==> src/rtl/uart_tx.sv <==
// rtl/uart_tx.sv - UART transmitter: start, 8 data bits LSB first, optional parity, 1 or 2 stop bits
module uart_tx #(
    parameter int CLKS_PER_BIT = 868,
    parameter int PARITY       = 0,
    parameter int STOP_BITS    = 1
) (
    input  logic       clk_i,
    input  logic       rst_i,
    input  logic [7:0] tx_data_i,
    input  logic       tx_valid_i,
    output logic       tx_ready_o,
    output logic       tx_o,
    output logic       tx_busy_o,
    output logic       tx_done_o
);

    localparam int             CW        = $clog2(CLKS_PER_BIT);
    localparam logic [CW-1:0]  BAUD_LAST = CW'(CLKS_PER_BIT - 1);
    localparam logic           STOP_LAST = (STOP_BITS == 2);

    typedef enum logic [2:0] {
        S_IDLE,
        S_START,
        S_DATA,
        S_PAR,
        S_STOP
    } state_t;

    state_t        state_q, state_d;
    logic [CW-1:0] baud_q, baud_d;
    logic [2:0]    idx_q, idx_d;
    logic          stop_q, stop_d;
    logic [7:0]    shift_q, shift_d;
    logic          par_q, par_d;
    logic          tx_q, tx_d;
    logic          bit_end;

    assign bit_end = (baud_q == BAUD_LAST);

    always_comb begin
        state_d = state_q;
        baud_d  = bit_end ? '0 : baud_q + 1'b1;
        idx_d   = idx_q;
        stop_d  = stop_q;
        shift_d = shift_q;
        par_d   = par_q;

        case (state_q)
            S_IDLE: begin
                baud_d = '0;
                if (tx_valid_i) begin
                    shift_d = tx_data_i;
                    par_d   = (PARITY == 1) ? ~^tx_data_i : ^tx_data_i;
                    state_d = S_START;
                end
            end
            S_START: begin
                if (bit_end) begin
                    state_d = S_DATA;
                    idx_d   = 3'd0;
                end
            end
            S_DATA: begin
                if (bit_end) begin
                    if (idx_q == 3'd7) begin
                        state_d = (PARITY != 0) ? S_PAR : S_STOP;
                        stop_d  = 1'b0;
                    end else begin
                        idx_d = idx_q + 3'd1;
                    end
                end
            end
            S_PAR: begin
                if (bit_end) begin
                    state_d = S_STOP;
                    stop_d  = 1'b0;
                end
            end
            S_STOP: begin
                if (bit_end) begin
                    if (stop_q == STOP_LAST) begin
                        state_d = S_IDLE;
                        stop_d  = 1'b0;
                        idx_d   = 3'd0;
                    end else begin
                        stop_d = 1'b1;
                    end
                end
            end
            default: begin
                state_d = S_IDLE;
                baud_d  = '0;
            end
        endcase
    end

    // Line level is decoded from the next state so tx_o stays a clean flop output.
    always_comb begin
        tx_d = 1'b1;
        case (state_d)
            S_START: tx_d = 1'b0;
            S_DATA:  tx_d = shift_d[idx_d];
            S_PAR:   tx_d = par_d;
            default: tx_d = 1'b1;
        endcase
    end

    always_ff @(posedge clk_i) begin
        if (rst_i) begin
            state_q <= S_IDLE;
            baud_q  <= '0;
            idx_q   <= 3'd0;
            stop_q  <= 1'b0;
            shift_q <= 8'd0;
            par_q   <= 1'b0;
            tx_q    <= 1'b1;
        end else begin
            state_q <= state_d;
            baud_q  <= baud_d;
            idx_q   <= idx_d;
            stop_q  <= stop_d;
            shift_q <= shift_d;
            par_q   <= par_d;
            tx_q    <= tx_d;
        end
    end

    assign tx_o       = tx_q;
    assign tx_ready_o = (state_q == S_IDLE);
    assign tx_busy_o  = (state_q != S_IDLE);
    assign tx_done_o  = (state_q == S_STOP) && bit_end && (stop_q == STOP_LAST);

endmodule

==> config.mk <==
export PLATFORM = sky130hd
export DESIGN_NAME = uart_tx
export DESIGN_NICKNAME = d
export VERILOG_FILES = /design/src/rtl/uart_tx.sv
export SDC_FILE = /design/constraint.sdc
export NUM_CORES = 1
export LEC_CHECK = 0
export ABC_AREA = 1
export BUFFER_PORTS_ARGS = -buffer_cell sky130_fd_sc_hd__buf_2
export CORE_MARGIN = 3
export CORE_UTILIZATION = 25
export CTS_BUF_LIST = sky130_fd_sc_hd__clkbuf_16
export DETAILED_ROUTE_END_ITERATION = 8
export HOLD_SLACK_MARGIN = 0.15
export MAX_ROUTING_LAYER = met4
export PLACE_DENSITY_LB_ADDON = 0.12
export SLEW_MARGIN = 20
export SYNTH_ARGS = -nofsm -noshare
export SYNTH_HDL_FRONTEND = slang
export SYNTH_SLANG_ARGS = --single-unit
==> constraint.sdc <==
create_clock -name clk_i -period 2.16 [get_ports clk_i]
set_clock_uncertainty 0.05 [all_clocks]
set_input_delay 0 -clock clk_i [delete_from_list [all_inputs] [get_ports clk_i]]
set_output_delay 0 -clock clk_i [all_outputs]
set_load 0.03 [all_outputs]
# [Word-level counts from Yosys, hierarchy flattened]
# Cells that the tools add are included.
[op_classes] n_reduce_logical=9 n_eq_ne=13 n_lt_le_gt_ge=1 n_mux=27 n_bitwise=2 n_addsub=2
[op_table] cell="3-bit two-way mux" count=12
[op_table] cell="8-bit two-way mux" count=2
[op_table] cell="3-bit case mux with 5 select lines" count=1
[op_table] cell="3-bit by 2-bit equality test with 1-bit output (second input constant)" count=4
[op_table] cell="10-bit by 1-bit adder with 10-bit output (second input constant)" count=1
[op_table] cell="10-bit equality test (second input constant)" count=1
[op_table] cell="3-bit case mux with 3 select lines" count=1
[op_table] cell="1-bit two-way mux" count=8
[op_table] cell="2-bit inequality test (second input constant)" count=4
[op_table] cell="8-bit XOR reduction" count=1
[op_table] cell="3-bit by 1-bit equality test with 1-bit output (second input constant)" count=2
[op_table] cell="3-bit equality test (second input constant)" count=2
[op_table] cell="1-bit case mux with 3 select lines" count=2
[op_table] cell="3-bit nonzero test" count=2
[op_table] cell="5-bit AND reduction" count=1
[op_table] cell="3-bit by 4-bit less-than comparator with 1-bit output (second input constant)" count=1
[op_table] cell="4-bit OR reduction" count=1
[op_table] cell="3-bit by 1-bit adder with 3-bit output (second input constant)" count=1
[op_table] cell="1-bit binary-select mux with 3-bit select" count=1
[op_table] cell="3-bit logical NOT" count=1
[op_table] cell="3-bit OR reduction" count=1
[op_table] cell="1-bit logical AND" count=2
[op_table] cell="1-bit NOT" count=2
[word_totals] wordCells=61 input_bits=11 out_inout_bits=4 reg_bits=27

# [Logic depth before layout (Yosys ltp)]
# Gate-level depths: netlist of the first run.
[logic_depth] word_depth=7 depth_mapped=14

# [Worst setup path after synthesis of the first run]
# No wires, ideal clock.
[synth_path] path_kind="flip-flop to flip-flop" from="reg state_q[1]" to="reg tx_q, in the netlist tx_o" required_ps=1995 n_path_buf=1 stages_incl_launch_ff=10 t_arrival_ps=1533 path_slack_ps=462 path_cell_list="dfxtp_1 -> nor3_4 -> nand2_2 -> buf_6 -> o21ai_1 -> nand4_1 -> nand3_1 -> nand3_1 -> nand3_1 -> nand2_1"
[synth_via] elab_chain_len=5
[synth_rtl] item="start: declaration" line="29" rtl="state_t state_q, state_d;"
[synth_rtl] item="start signal: assignment" line="118" rtl="state_q <= state_d;"
[synth_rtl] item="3-bit logical NOT (*)"
[synth_rtl] item="named net tx_ready_o" line="11" rtl="output logic tx_ready_o,"
[synth_rtl] item="8-bit two-way mux" line="48" rtl="case (state_q)"
[synth_rtl] item="1-bit binary-select mux with 3-bit select" line="102" rtl="S_DATA: tx_d = shift_d[idx_d];"
[synth_rtl] item="1-bit two-way mux (implied by the code)" line="102"
[synth_rtl] item="1-bit case mux with 3 select lines (*)" line="100" rtl="case (state_d)"
[synth_rtl] item="end signal: assignment" line="124" rtl="tx_q <= tx_d;"
[synth_rtl] item="end: declaration" line="35" rtl="logic tx_q, tx_d;"
# Mark *: on every way through the listed nets, which the timed path passes. The rest lies on a longest branch. The select of a mux whose other input is x is not followed.
# A chain may end at the register's enable or synchronous reset.

# [Final worst setup path of the first run]
[layout_path] from="reg state_q[1]" to="reg shift_q[2]"
[layout_via] elab_chain_len=2
[layout_rtl] item="3-bit logical NOT" line="48"
[layout_rtl] item="8-bit two-way mux" line="48"
[layout_rtl] item="end signal: assignment" line="122" rtl="shift_q <= shift_d;"
[layout_rtl] item="end: declaration" line="33" rtl="logic [7:0] shift_q, shift_d;"
# No other way between the ends.

==> results of run 1 <==
cell usage in the layout, fill, tap and decap left out, types with 2 or more instances in the layout:
master and instances:
sky130_fd_sc_hd__nor2_1 33, sky130_fd_sc_hd__a21oi_1 8, sky130_fd_sc_hd__nand3_2 3, sky130_fd_sc_hd__inv_1 25
sky130_fd_sc_hd__xnor2_1 6, sky130_fd_sc_hd__nand4_1 5, sky130_fd_sc_hd__buf_2 14, sky130_fd_sc_hd__o21ai_0 5
sky130_fd_sc_hd__nand3_4 3, sky130_fd_sc_hd__inv_2 3, sky130_fd_sc_hd__mux2i_1 4, sky130_fd_sc_hd__clkbuf_16 3
sky130_fd_sc_hd__xor2_1 4, sky130_fd_sc_hd__dfxtp_1 26, sky130_fd_sc_hd__o21ai_1 4, sky130_fd_sc_hd__nand2_1 35
sky130_fd_sc_hd__nand2_2 5, sky130_fd_sc_hd__dlygate4sd3_1 16, sky130_fd_sc_hd__nor3_2 2, sky130_fd_sc_hd__ha_1 2
sky130_fd_sc_hd__nand3_1 10
through the flow:
step                      setup WS (ns)  hold WS (ns)  std cells  cell area (um^2)
final                            0.2310        0.3090        303              1907
after global routing            0.05397        0.3757        303              1907
after CTS                        0.2114        0.3211        303              1907
after detailed placement         0.3100        0.2490        283              1642
after global placement           0.2923        0.2456        283              1642
after floorplan                  0.4624        0.1132        200              1500
power groups by stage:
stage               Clock (W)  Sequential (W)  Combinational [W]
finish               0.000546        0.000505           0.000170
global route         0.000587        0.000507           0.000189
CTS                  0.000568        0.000505           0.000172
detailed placement          0        0.000516           0.000146
global placement            0        0.000517           0.000146
floorplan                   0        0.000519           0.000108
sequential cells by signal (all words and copies together) (netlist names):
register / flops
state_q: 3
shift_q: 8
par_q: 1
idx_q: 3
tx_o: 1
baud_q: 10
final timing paths:
check,to,slack (ns),cells after the start
worst max-delay path,shift_q[2]$_SDFF_PP0_,0.23,5
worst min-delay path,shift_q[7]$_SDFF_PP0_,0.31,5
worst max register to register,shift_q[2]$_SDFF_PP0_,0.23,5
worst min register to register,baud_q[0]$_SDFF_PP0_,0.40,1
logic make-up (layout without fill, tap and decap cells):
kind of cell / Yosys count / after routing
AND/OR/NAND/NOR: 103 / 103
buffers and inverters: 32 / 63
flip-flops: 26 / 26
AO/OA/AOI/OAI: 23 / 23
XOR/XNOR: 10 / 10
multiplexers: 4 / 4
adder cells (fa/ha/maj): 2 / 2
worst max-delay path, cell delays in order (launching register included):
cell and delay [ns]:
sky130_fd_sc_hd__dfxtp_1 0.37, sky130_fd_sc_hd__nor3_4 0.25, sky130_fd_sc_hd__nand2_2 0.23, sky130_fd_sc_hd__mux2i_1 0.29
sky130_fd_sc_hd__nor2_1 0.06, sky130_fd_sc_hd__dlygate4sd3_1 0.56
layout make-up:
type / instances / area [um^2]
clock buffers: 3 / 75.07
clock inverters: 1 / 30.03
fillers: 596 / 3735
well taps: 72 / 90.09
inverters: 29 / 110.1
multi-input cells: 142 / 850.8
repair buffers: 30 / 230.2
flip-flops and latches: 26 / 520.5
layer usage:
| metal | track usage (%) | wire [um] | up-vias |
|---|---|---|---|
| met5 | - | 0 | - |
| met4 | 4.825 | 63 | 0 |
| met3 | 1.876 | 92 | 4 |
| met2 | 14.21 | 1328 | 16 |
| met1 | 12.85 | 1635 | 563 |
| li1 | - | - | 709 |
==> results.toml, run 1 <==
[run_status]
outcome = "finished clean"

[pwr]
comb_power_share_pct = 13.9
design_power_total_w = 0.001221
power.leakage_nw = 0.8262
power_switching_w = 0.0002777
p_int_w = 0.0009430
p_sw_share_pct = 22.75
ir_drop_uv = 419.3
p_per_area_nw_per_um2 = 640.2
pwr-share-seq_pct = 41.4
clock_group_share_of_total_power_pct = 44.7

[global_route]
grt_pass1_wl_um = 5416
gr-usage-all-layers_pct = 9.743
first_global_vias = 1177
gr-total-overflow = 0
pin_count_of_the_biggest_net_entering_global_routing = 17
antenna_found_initial = 0

[timing]
rsz0062_at_grt = "false"
tightestPinTransition_ns = 0.3498
max_freq_mhz = 518.4
setup-tns-final_ns = 0
final-max-slew-violation-count = 0
timing.final.setup_violations = 0
timing.slew.headroom_pct = 76.51
timing.final.hold_violations = 0
finalCritPeriodShare_pct = 89.30
finalWorstPathRequiredPeriod_ns = 1.929

[clock_tree]
post_cts_resized = 0
cts_hold_buffers = 16
tritoncts.num_buffers = 3
ctsHtreeMaxLevel = 1
tritoncts = "done"
ctsRootBufferMaster = "sky130_fd_sc_hd__clkbuf_16"
cts-root-to-sink-buffers = 2
post-cts-setup-buffer-count = 0
worstSkewPairLatency_ns = 0.26
tritoncts_num_sinks = 26
clock_transition_time_at_the_flip_flop_clock_pins_of_the_worst_setup_and_hold_paths_ns = 0.07

[route]
totalWireLength_um = 3120
drc = 0
viasPerCell = 4.264
vias = 1292
detailedRoute.firstIterationViolations = 56
mean_routed_wirelength_per_cell_um = 10.30
drt_pre_antenna_iters = 4
ant_nets = 0

[yosys]
yosys_most_used_dff = "sky130_fd_sc_hd__dfxtp_1"
synthXorXnorAreaFrac_pct = 5.838
yosys.cell_types.count = 35
synth.cells.most_frequent = "sky130_fd_sc_hd__nand2_1 (35), sky130_fd_sc_hd__nor2_1 (33), sky130_fd_sc_hd__dfxtp_1 (26)"
synth.net_count = 213
synth_most_common_cell = "sky130_fd_sc_hd__nand2_1"
synth_enable_flop_cells = 0
synth_async_sr_flop_share_pct = 0
post_synthesis_instance_total = 200
synth_compound_gate_area_share_pct = 9.508
mappedNetlistArea_um2 = 1500
postSynthRegisterBits = 26
postSynthAreaPerCell_um2 = 7.501
synth_top_area_share_pct = 34.70
synth_top_family_by_area = "simple AND/OR/NAND/NOR gates"
synth_sequential_area_ratio_pct = 34.70
post_synth_and_or_nand_nor_area_fraction_pct = 37.03
muxShareOfSynthArea_pct = 2.669
post_synth_main_area_contributors = "sky130_fd_sc_hd__dfxtp_1 (35%), sky130_fd_sc_hd__nand2_1 (8.8%), sky130_fd_sc_hd__nor2_1 (8.3%)"
synth_fa_ha_area_share_pct = 1.668
synthesis.yosys.warnings = 0
yosys.area.top_type = "sky130_fd_sc_hd__dfxtp_1"

[critical_path]
critPathKind = "reg2reg"
crit-reg2reg-launch = "state_q[1]$_SDFF_PP0_"
critical_path_required_ns = 2.26
critPathLaunch = "state_q[1]$_SDFF_PP0_"
type_of_element_launching_the_critical_path = "flip-flop"
end_kind = "flip-flop"
path_max_fanout = 13
crit_arrival_ns = 2.03

[finish]
layout-area-overhead-vs-synth_pct = 27.11
final_util_pct = 33.80
layout-drive-gt1-share_pct = 18.18
antenna_cells_inserted = 0
design.final.nets = 245

[floorplanning]
fp.dieArea_um2 = 6966
core.rowCount = 27
fp.coreArea_um2 = 5642
io_pins = 15
die_height_um = 83.47
dieWidth_um = 83.47
floorplan.initialDensity_pct = 26.59

[run]
maxCapViolations = 0

[worst_hold_path]
min-delay-start = "tx_valid_i"
hold_path_class = "in2reg"

[placed_design]
hpwlAfterDp_um = 2326
place.port_buffers = 14
place_congestion = 0.7020
Power figures use the tool's default switching activity.
==> inputs of run 2 (changes only) <==
--- a/config.mk
+++ b/config.mk
@@ -5,7 +5,6 @@
 export SDC_FILE = /design/constraint.sdc
 export NUM_CORES = 1
 export LEC_CHECK = 0
-export ABC_AREA = 1
 export BUFFER_PORTS_ARGS = -buffer_cell sky130_fd_sc_hd__buf_2
 export CORE_MARGIN = 3
 export CORE_UTILIZATION = 25
==> results.toml, run 2 <==
[placed_design]
place_ws_ns = -0.1216
hpwlAfterDp_um = 2561
place_congestion = 0.8199
dp.cells = 257
placedInstanceArea_um2 = 1699
place.port_buffers = 14

[finish]
layout-drive-gt1-share_pct = 25.00
largest-register = "baud_q"
antenna_cells_inserted = 0
largest_register_ffs = 10
design.final.nets = 226
postLayoutCellArea_um2 = 2022
layout-area-overhead-vs-synth_pct = 45.98
layout_common_cells = "sky130_fd_sc_hd__buf_4 (25), sky130_fd_sc_hd__dfxtp_1 (24), sky130_fd_sc_hd__nand2_1 (20), sky130_fd_sc_hd__dlygate4sd3_1 (19), sky130_fd_sc_hd__nor2_1 (17)"
largestRegisters = "baud_q x10, shift_q x8"
non_filler_cells_in_the_finished_layout = 282
mostFrequentLayoutCell = "sky130_fd_sc_hd__buf_4"

[yosys]
yosys.cell_types.count = 34
synth_sequential_area_ratio_pct = 37.58
synth.net_count = 171
synth_most_common_cell = "sky130_fd_sc_hd__dfxtp_1"
synth_top_area_share_pct = 37.58
postSynthAreaPerCell_um2 = 8.766
post_synthesis_instance_total = 158
mappedNetlistArea_um2 = 1385
synthesis.yosys.warnings = 0
post_synth_main_area_contributors = "sky130_fd_sc_hd__dfxtp_1 (38%), sky130_fd_sc_hd__xnor2_1 (5.7%), sky130_fd_sc_hd__nand2_1 (5.4%)"
synth_enable_flop_cells = 0
synth.cells.most_frequent = "sky130_fd_sc_hd__dfxtp_1 (26), sky130_fd_sc_hd__nand2_1 (20), sky130_fd_sc_hd__nor2_1 (17)"
postSynthRegisterBits = 26
yosys.area.top_type = "sky130_fd_sc_hd__dfxtp_1"
yosys_most_used_dff = "sky130_fd_sc_hd__dfxtp_1"
synth_async_sr_flop_share_pct = 0

[timing]
finalWorstPathRequiredPeriod_ns = 2.235
timing.slew.headroom_pct = 68.73
max_freq_mhz = 447.4
setup_ws_ns = -0.07503
rsz0062_at_grt = "true"
tightestPinTransition_ns = 0.4665
timing.final.hold_violations = 0
timing.final.setup_violations = 1
setup-tns-final_ns = -0.07503
final-max-slew-violation-count = 0
finalCritPeriodShare_pct = 103.5

[route]
detailedRoute.firstIterationViolations = 31
drt_pre_antenna_iters = 4
vias = 1291
drc = 0
viasPerCell = 4.578
totalWireLength_um = 3421
ant_nets = 0
mean_routed_wirelength_per_cell_um = 12.13

[critical_path]
path_max_fanout = 6
end_kind = "flip-flop"
r2r_setup_slk_ns = -0.08
crit_arrival_ns = 2.34
cp_cell_sequence = "ha_4, nor4bb_4, o2111a_1, o221a_4, mux2i_1, mux2i_1, mux2_4, o311a_1"
r2r_end = "tx_o$_SDFF_PP1_"
crit_buf_inv = 0
type_of_element_launching_the_critical_path = "flip-flop"
cp_slowest_stage_delay_ns = 0.35
critPathTopFamily = "compound AO/OA/AOI/OAI gates"
critical_path_required_ns = 2.27
crit-reg2reg-launch = "baud_q[1]$_SDFF_PP0_"
cp_max_delay_cell = "sky130_fd_sc_hd__dfxtp_2"
critPathKind = "reg2reg"
r2r.worst_path.cells = 8
critical_path.most_common_cell = "sky130_fd_sc_hd__mux2i_1"

[clock_tree]
worstSkewPairLatency_ns = 0.26
tritoncts = "done"
ctsRootBufferMaster = "sky130_fd_sc_hd__clkbuf_16"
cts-root-to-sink-buffers = 2
ctsHtreeMaxLevel = 1
tritoncts_num_sinks = 26
clock_transition_time_at_the_flip_flop_clock_pins_of_the_worst_setup_and_hold_paths_ns = 0.07
tritoncts.num_buffers = 3

[floorplanning]
dieWidth_um = 80.44
io_pins = 15
floorplan.initialDensity_pct = 26.45
die_height_um = 80.44
core.rowCount = 26
fp.coreArea_um2 = 5238
fp.dieArea_um2 = 6470

[pwr]
ir_drop_uv = 296.1
design_power_total_w = 0.001223
p_per_area_nw_per_um2 = 604.9
power.leakage_nw = 0.8898

[run_status]
outcome = "finished, violations left"
failed_checks = "negative setup slack"

[global_route]
gr-total-overflow = 0
gr-usage-all-layers_pct = 11.86
first_global_vias = 1277
antenna_found_initial = 0
grt_pass1_wl_um = 5858
pin_count_of_the_biggest_net_entering_global_routing = 18

[worst_hold_path]
hold_path_class = "reg2reg"
worst_hold_path.endpoint = "par_q$_SDFF_PP0_"
min-delay-start = "par_q$_SDFF_PP0_"
timing.hold.worst_path_depth = 2

[run]
maxCapViolations = 0
[run 2: cell count changes in the layout (fill, tap and decap cells not counted), moves of 4 or more]
cell,previous run,this run
sky130_fd_sc_hd__a21oi_1,8,12
sky130_fd_sc_hd__and3_1,0,5
sky130_fd_sc_hd__buf_4,0,25
sky130_fd_sc_hd__inv_1,25,6
sky130_fd_sc_hd__nand2_1,35,20
sky130_fd_sc_hd__nand2_2,5,0
sky130_fd_sc_hd__nand3_1,10,4
sky130_fd_sc_hd__nor2_1,33,17
sky130_fd_sc_hd__o21ai_1,4,0
[run 2: worst max path at each step]
stage                         start               to  slack, ns  cells past startpoint
2_1_floorplan  baud_q[0]$_SDFF_PP0_  tx_o$_SDFF_PP1_      -0.04                      9
3_3_place_gp   baud_q[1]$_SDFF_PP0_  tx_o$_SDFF_PP1_      -0.02                      8
3_5_place_dp   baud_q[1]$_SDFF_PP0_  tx_o$_SDFF_PP1_      -0.12                      8
4_1_cts        baud_q[1]$_SDFF_PP0_  tx_o$_SDFF_PP1_       -0.1                      8
5_1_grt        baud_q[1]$_SDFF_PP0_  tx_o$_SDFF_PP1_      -0.22                      8
6_report       baud_q[1]$_SDFF_PP0_  tx_o$_SDFF_PP1_      -0.08                      8
[run 2: cell type report]
type                            instances  area (um^2)
Fill cell                             534         3216
Multi-Input combinational cell        118        835.8
Sequential cell                        26        523.0
Timing Repair Buffer                   58        447.9
Tap cell                               70        87.58
Clock buffer                            3        75.07
Clock inverter                          1        30.03
Inverter                                6        22.52
[run 2: cell families after synthesis]
logic type / synth area share [%]
compound gates: 12.56
flops: 37.58
simple gates: 23.58
buf+inv: 4.697
xor+xnor: 10.12
fa+ha+maj: 1.806
mux: 9.666
[run 2: metal layers]
layer | vias to the layer above | wire length [um] | GRT usage [%]
li1 | 659 | - | -
met1 | 610 | 1680 | 15.14
met2 | 16 | 1594 | 18.96
met3 | 6 | 97 | 2.018
met4 | 0 | 48 | 4.054
met5 | - | 0 | -
[run 2: power breakdown]
part	switching, W	internal [W]
logic	0.0000833	0.0000902
clock network	0.000175	0.000369
registers	0.00000952	0.000496
total	0.000267	0.000956
[run 2: tightest hold or removal path, delay by kind of cell, from the launching register on]
kind / cells / cell delay, ns
DFF: 1 / 0.31
and+or+nand+nor: 1 / 0.09
AOI/OAI and AO/OA: 1 / 0.05
[run 2: metrics by stage]
step / utilization (%) / hold slack, ns
final: 38.60 / 0.4498
after global routing: 38.60 / 0.4785
after global placement: 32.44 / 0.2242
after detailed placement: 32.44 / 0.2356
after floorplan: - / 0.08596
after CTS: 38.39 / 0.4560
[run 2: repair_timing]
item / in CTS / in global routing
resized for setup: 1 / 1
endpoints found under the setup margin: 1 / 1
hold endpoints to repair: 15 / 0
hold buffers: 19 / 0
setup buffers: 1 / 1
pin swaps: 2 / 1
